**config.mk**
```make
export PLATFORM = sky130hd
export DESIGN_NAME = read_channel_native_cwf
export DESIGN_NICKNAME = d
export VERILOG_FILES = /design/src/rtl/read_channel_native_cwf.sv
export SDC_FILE = /design/constraint.sdc
export NUM_CORES = 1
export LEC_CHECK = 0
export CORE_MARGIN = 8
export CORE_UTILIZATION = 34
export DETAILED_ROUTE_END_ITERATION = 7
export PLACE_DENSITY = 0.91
export SLEW_MARGIN = 20
export SYNTH_ARGS = -nofsm -noshare
export SYNTH_HDL_FRONTEND = slang
export SYNTH_SLANG_ARGS = --single-unit
```
**constraint.sdc**
```tcl
create_clock -name clk -period 2.3 [get_ports clk]
set_input_delay 0.575 -clock clk [delete_from_list [all_inputs] [get_ports clk]]
set_output_delay 0.575 -clock clk [all_outputs]
set_load 0.05 [all_outputs]
```
**src/rtl/read_channel_native_cwf.sv**
```systemverilog
// Cache line-refill read channel for the native back-end memory port.
// Bursts optionally start at the critical beat and wrap around the line.
module read_channel_native_cwf #(
  parameter int FE_ADDR_W  = 32,
  parameter int FE_DATA_W  = 32,
  parameter int WORD_OFF_W = 3,
  parameter int BE_ADDR_W  = FE_ADDR_W,
  parameter int BE_DATA_W  = FE_DATA_W,
  parameter int BE_BYTE_W  = $clog2(BE_DATA_W/8),
  parameter int LINE2MEM_W = WORD_OFF_W-$clog2(BE_DATA_W/FE_DATA_W),
  parameter int CRIT_FIRST = 1
) (
  input  logic                                       clk,
  input  logic                                       reset,
  input  logic                                       replace_valid,
  input  logic [FE_ADDR_W-BE_BYTE_W-1:0]             replace_addr,
  output logic                                       replace,
  output logic                                       read_valid,
  output logic [(LINE2MEM_W > 0 ? LINE2MEM_W : 1)-1:0] read_addr,
  output logic [BE_DATA_W-1:0]                       read_rdata,
  output logic                                       crit_valid,
  output logic [BE_ADDR_W-1:0]                       mem_addr,
  output logic                                       mem_valid,
  input  logic                                       mem_ready,
  input  logic [BE_DATA_W-1:0]                       mem_rdata
);

  localparam int IW     = (LINE2MEM_W > 0) ? LINE2MEM_W : 1;
  localparam int LINE_W = FE_ADDR_W - BE_BYTE_W - LINE2MEM_W;

  localparam logic [1:0] IDLE  = 2'd0;
  localparam logic [1:0] BURST = 2'd1;
  localparam logic [1:0] LAST  = 2'd2;

  logic [1:0]           state, state_nxt;
  logic [LINE_W-1:0]    line;
  logic [IW-1:0]        idx;
  logic [FE_ADDR_W-1:0] addr_full;
  logic                 in_burst, beat, last_beat, first_beat, start_req;

  assign in_burst  = (state == BURST);
  assign beat      = in_burst & mem_ready;
  assign start_req = (state == IDLE) & replace_valid;

  always_comb begin
    state_nxt = state;
    case (state)
      IDLE:    if (replace_valid) state_nxt = BURST;
      BURST:   if (beat && last_beat) state_nxt = LAST;
      LAST:    state_nxt = IDLE;
      default: state_nxt = IDLE;
    endcase
  end

  always_ff @(posedge clk or negedge reset) begin
    if (!reset) begin
      state <= IDLE;
      line  <= '0;
    end else begin
      state <= state_nxt;
      if (start_req) line <= replace_addr[FE_ADDR_W-BE_BYTE_W-1:LINE2MEM_W];
    end
  end

  generate
    if (LINE2MEM_W > 0) begin : g_multi
      logic [IW-1:0] start, cnt;

      always_ff @(posedge clk or negedge reset) begin
        if (!reset) begin
          start <= '0;
          cnt   <= '0;
        end else if (start_req) begin
          start <= (CRIT_FIRST != 0) ? replace_addr[LINE2MEM_W-1:0] : '0;
          cnt   <= '0;
        end else if (beat) begin
          cnt <= cnt + 1'b1;
        end
      end

      // Wrap-around falls out of the natural LINE2MEM_W-bit overflow.
      assign idx        = start + cnt;
      assign last_beat  = (cnt == '1);
      assign first_beat = (cnt == '0);
      assign addr_full  = FE_ADDR_W'({line, idx}) << BE_BYTE_W;
    end else begin : g_single
      assign idx        = '0;
      assign last_beat  = 1'b1;
      assign first_beat = 1'b1;
      assign addr_full  = FE_ADDR_W'(line) << BE_BYTE_W;
    end
  endgenerate

  // mem_valid drops in the same cycle the final beat is accepted.
  assign mem_valid  = in_burst & (~mem_ready | ~last_beat);
  assign mem_addr   = BE_ADDR_W'(addr_full);
  assign replace    = (state != IDLE);
  assign read_valid = beat;
  assign read_addr  = in_burst ? idx : '0;
  assign read_rdata = mem_rdata;
  assign crit_valid = beat & first_beat;

endmodule

```
==> results.rst <==
.. list-table::
   :header-rows: 1

   * - Metric
     - Value
   * - Synth warnings
     - 0
   * - Worst setup margin
     - -0.1602 ns
   * - Remaining max-slew budget at the tightest pin
     - a little under half
   * - Library cell with the largest summed area after synthesis
     - sky130_fd_sc_hd__dfrtp_1
   * - I/O pin total
     - roughly 140
   * - Number of failing setup endpoints in the final timing report
     - 2
   * - Clock tree from TritonCTS
     - built
   * - Clock skew after layout
     - between 0.005 and 0.006 ns
   * - Count of maximum capacitance violations
     - 0
   * - Unrepaired setup endpoints after global routing
     - yes
   * - Total number of clock tree sinks
     - 35
   * - Detailed placer's ending HPWL
     - between 3000 and 4000 um
   * - Number of cells on the worst reg-to-reg path
     - 6
   * - All-Layer GR Usage
     - 11.68%
   * - Termination of the worst setup path
     - read_addr[2]
   * - Initial core utilization
     - 35.39%
   * - Fraction of layout cells with a size suffix above 1
     - between 30% and 40%
   * - Post-synthesis xor/xnor area fraction
     - less than 1%
   * - First-pass detailed-route iteration total
     - 2
   * - Final Max Tran Viols
     - 0
   * - Sequential-to-total area share from yosys stat
     - roughly half
   * - Crit Path Max Fanout
     - 2
   * - WS Path Type
     - reg -> out
   * - Count of nets left with antenna violations after detail routing
     - 0
   * - WP data arrival
     - roughly 1.9 ns
   * - Final critical delay including setup and external delays
     - about 2.5 ns
   * - Async set or reset register ratio after synthesis
     - between 90% and 100%
   * - Number of enable flip-flop cells after synthesis
     - 0
   * - Clock buffer count from CTS
     - 5
   * - Synth Register Bits
     - 35
   * - Endpoint type of the worst setup path
     - output pin
   * - Final worst hold slack
     - 0.3774 ns
   * - Clock insertion delay at the later pin of the skew report
     - approximately 0.28 ns
   * - Destination of the worst register-to-register timing path
     - g_multi.cnt[2]
   * - Height of the die
     - 89.15 um
   * - Number of global-route vias before repair
     - approximately 1400
   * - Clock transition at the register clock pins on the worst setup and hold paths after CTS
     - roughly 0.07 ns
   * - Violated checks
     - setup timing
   * - Adder-cell share of the synthesized area
     - 3.851%
   * - Floorplan die area
     - roughly 0.008 mm2
   * - Wire per inst
     - between 15 and 20 um
   * - Post-detailed-routing wire length
     - 4327 um
   * - Die X
     - between 80 and 90 um
   * - Total cell area at the placement stage
     - 0.002452 mm2
   * - Detailed-route vias per instance
     - 4.571
   * - Run status
     - complete, but fails checks
   * - Maximum single-stage delay on the critical path
     - roughly 0.4 ns
   * - Number of remaining DRC errors
     - 0
   * - Synth area leaders
     - sky130_fd_sc_hd__dfrtp_1 (48%), sky130_fd_sc_hd__mux2_2 (17%), sky130_fd_sc_hd__buf_4 (14%)
   * - Final worst-path cycle share
     - 107.0%
   * - Site Rows
     - 26
   * - Startpoint of the worst-slack reg-to-reg timing path
     - g_multi.cnt[0]
   * - Number of failing hold endpoints at the final stage
     - 0
   * - Complex-gate fraction of the synthesized area
     - under 10%
   * - Static Leak
     - 1.135 nW
   * - Total global routing overflow
     - 0
   * - Largest net degree at the start of global routing
     - 36
   * - Area of the placeable core
     - between 0.005 and 0.006 mm2
   * - Minimum setup slack among reg-to-reg paths
     - 0.66 ns
   * - Antenna diode instance count
     - 0
   * - Average instance area after synthesis
     - 12.90 um2
   * - Gpl congestion
     - about 0.77
   * - IO buf count
     - 70
   * - Mapped Cells
     - around 140
   * - Summed area of non-filler cells in the final layout
     - 0.002569 mm2
   * - Final net count
     - 260
   * - Transition at the pin with the smallest max-transition slack
     - roughly 0.78 ns
   * - Area share of the largest cell type after synthesis
     - 48.14%
   * - Path type of the worst min-delay path
     - in -> async
   * - Number of library cell types mapped by synthesis
     - 29
   * - Clk root buf
     - sky130_fd_sc_hd__clkbuf_8
   * - Worst path slowest cell
     - sky130_fd_sc_hd__or3b_4
   * - CP Cell Sequence
     - ha_1, inv_2, fa_2, or3b_4, mux2i_4, buf_12
   * - Share of cell area taken by muxes after synthesis
     - between 10% and 20%
   * - Area Growth Syn to Fin
     - 41.20%
   * - First element of the critical path
     - g_multi.start[0]
   * - Max VDD drop
     - 940.9 uV
   * - Most frequent cell after synthesis
     - sky130_fd_sc_hd__dfrtp_1
   * - Dominant synthesized flop cell
     - sky130_fd_sc_hd__dfrtp_1
   * - Number of hold-repair buffers added at the cts stage
     - 0
   * - Post-Syn Area
     - roughly 0.0018 mm2
   * - Highest achievable clock rate
     - roughly 410 MHz
   * - Total via count after detailed routing
     - roughly 1200
   * - Area fraction in and, or, nand and nor cells after synthesis
     - 7.909%
   * - Post-synth top cells
     - sky130_fd_sc_hd__dfrtp_1 (35), sky130_fd_sc_hd__buf_4 (34), sky130_fd_sc_hd__mux2_2 (28)
   * - 1st-iter DRT viols
     - 31
   * - Pwr per Cell Area
     - 1973 mW/mm2
   * - WP data required
     - about 1.7 ns
   * - Nature of the critical path startpoint
     - flop
   * - Antenna violations before repair
     - 0
   * - Largest buffer count on any clock path
     - 2
   * - Combinational family with the most area after synthesis
     - multiplexers
   * - Max H-tree Level
     - 2
   * - First-pass GRT wire length
     - 7079 um
-- worst max-delay path: cells and delay by family (launching register included) --
| family | cells | cell delay (ns) |
|---|---|---|
| simple gates | 1 | 0.39 |
| buf+inv | 2 | 0.20 |
| flops | 1 | 0.35 |
| mux | 1 | 0.17 |
| fa+ha+maj | 2 | 0.50 |
-- registers in the layout, summed over array words and instances, names as in the netlist --
register and count:
g_multi.start 3, state 2, g_multi.cnt 3, line 27
-- final cells by class --
type / instances / area [um2]
multi-input combinational: 63 / 660.6
tap: 70 / 87.58
timing repair buffer: 79 / 838.3
inverter: 5 / 18.77
clock inverter: 1 / 5.005
sequential: 35 / 875.8
fill: 493 / 2571
clock buffer: 6 / 82.58
-- cell usage in the layout (no fill, tap or decap), types with 2 or more instances in the layout --
cell                              synthesis  final
sky130_fd_sc_hd__buf_12                   0      8
sky130_fd_sc_hd__clkbuf_8                 0      6
sky130_fd_sc_hd__inv_1                    5      4
sky130_fd_sc_hd__mux2_2                  28     28
sky130_fd_sc_hd__and3b_1                  3      3
sky130_fd_sc_hd__and4b_1                  3      3
sky130_fd_sc_hd__mux2_1                   2      2
sky130_fd_sc_hd__ha_1                     4      4
sky130_fd_sc_hd__clkdlybuf4s50_1          0     59
sky130_fd_sc_hd__a211o_1                  3      3
sky130_fd_sc_hd__dfrtp_1                 35     35
sky130_fd_sc_hd__buf_4                   34     11
sky130_fd_sc_hd__and2_1                   2      2
sky130_fd_sc_hd__conb_1                   1      2
-- per-stage QoR --
| step | power (W) | instances | worst slack, ns | TNS [ns] | util, % |
|---|---|---|---|---|---|
| after global placement | 0.004560 | 250 | 0.02776 | 0 | 47.71 |
| after detailed placement | 0.004627 | 250 | -0.01279 | -0.01279 | 47.71 |
| after floorplan | 0.003338 | 142 | -0.1132 | -0.2258 | - |
| after global routing | 0.005326 | 259 | -0.2377 | -0.4609 | 49.98 |
| after CTS | 0.005145 | 258 | -0.1851 | -0.2231 | 49.83 |
| final | 0.005068 | 259 | -0.1602 | -0.1734 | 49.98 |
-- where the power goes --
part	internal, W	switching, W
Clock	0.000235	0.000203
Combinational	0.00151	0.00206
Sequential	0.000909	0.000150
Total	0.00265	0.00242
-- per-layer routing --
layer	GRT usage (%)	vias to the layer above	part of all wire, %
met2	20.00	41	55
li1	-	534	-
met1	12.82	601	37
met4	5.438	0	1.3
met5	0	-	0
met3	3.768	8	6.7
-- how the worst min path moves through the flow --
stage | startpoint | endpoint | slack, ns | cells past startpoint
2_1_floorplan | reset | g_multi.cnt[0] | 0.28 | 0
3_3_place_gp | g_multi.start[1] | g_multi.start[1] | 0.47 | 1
3_5_place_dp | line[0] | line[0] | 0.48 | 1
4_1_cts | reset | line[3] | 0.40 | 1
5_1_grt | reset | line[3] | 0.45 | 1
6_report | reset | state[1] | 0.38 | 1
-- cells by family after synthesis --
logic type | Yosys count
buffers and inverters | 44
DFF | 35
muxes | 31
and+or+nand+nor | 17
AOI/OAI and AO/OA | 6
adders and majority gates | 5
xor gates and xnor gates | 2
other | 1
-- timing repair --
action                     CTS  global route
hold endpoints to repair     0             0
setup endpoints to repair    3             5
buffers inserted             1             1
resized for setup            4             1
pin swaps                    0             1
No activity file was read; power rests on OpenSTA's default activity.
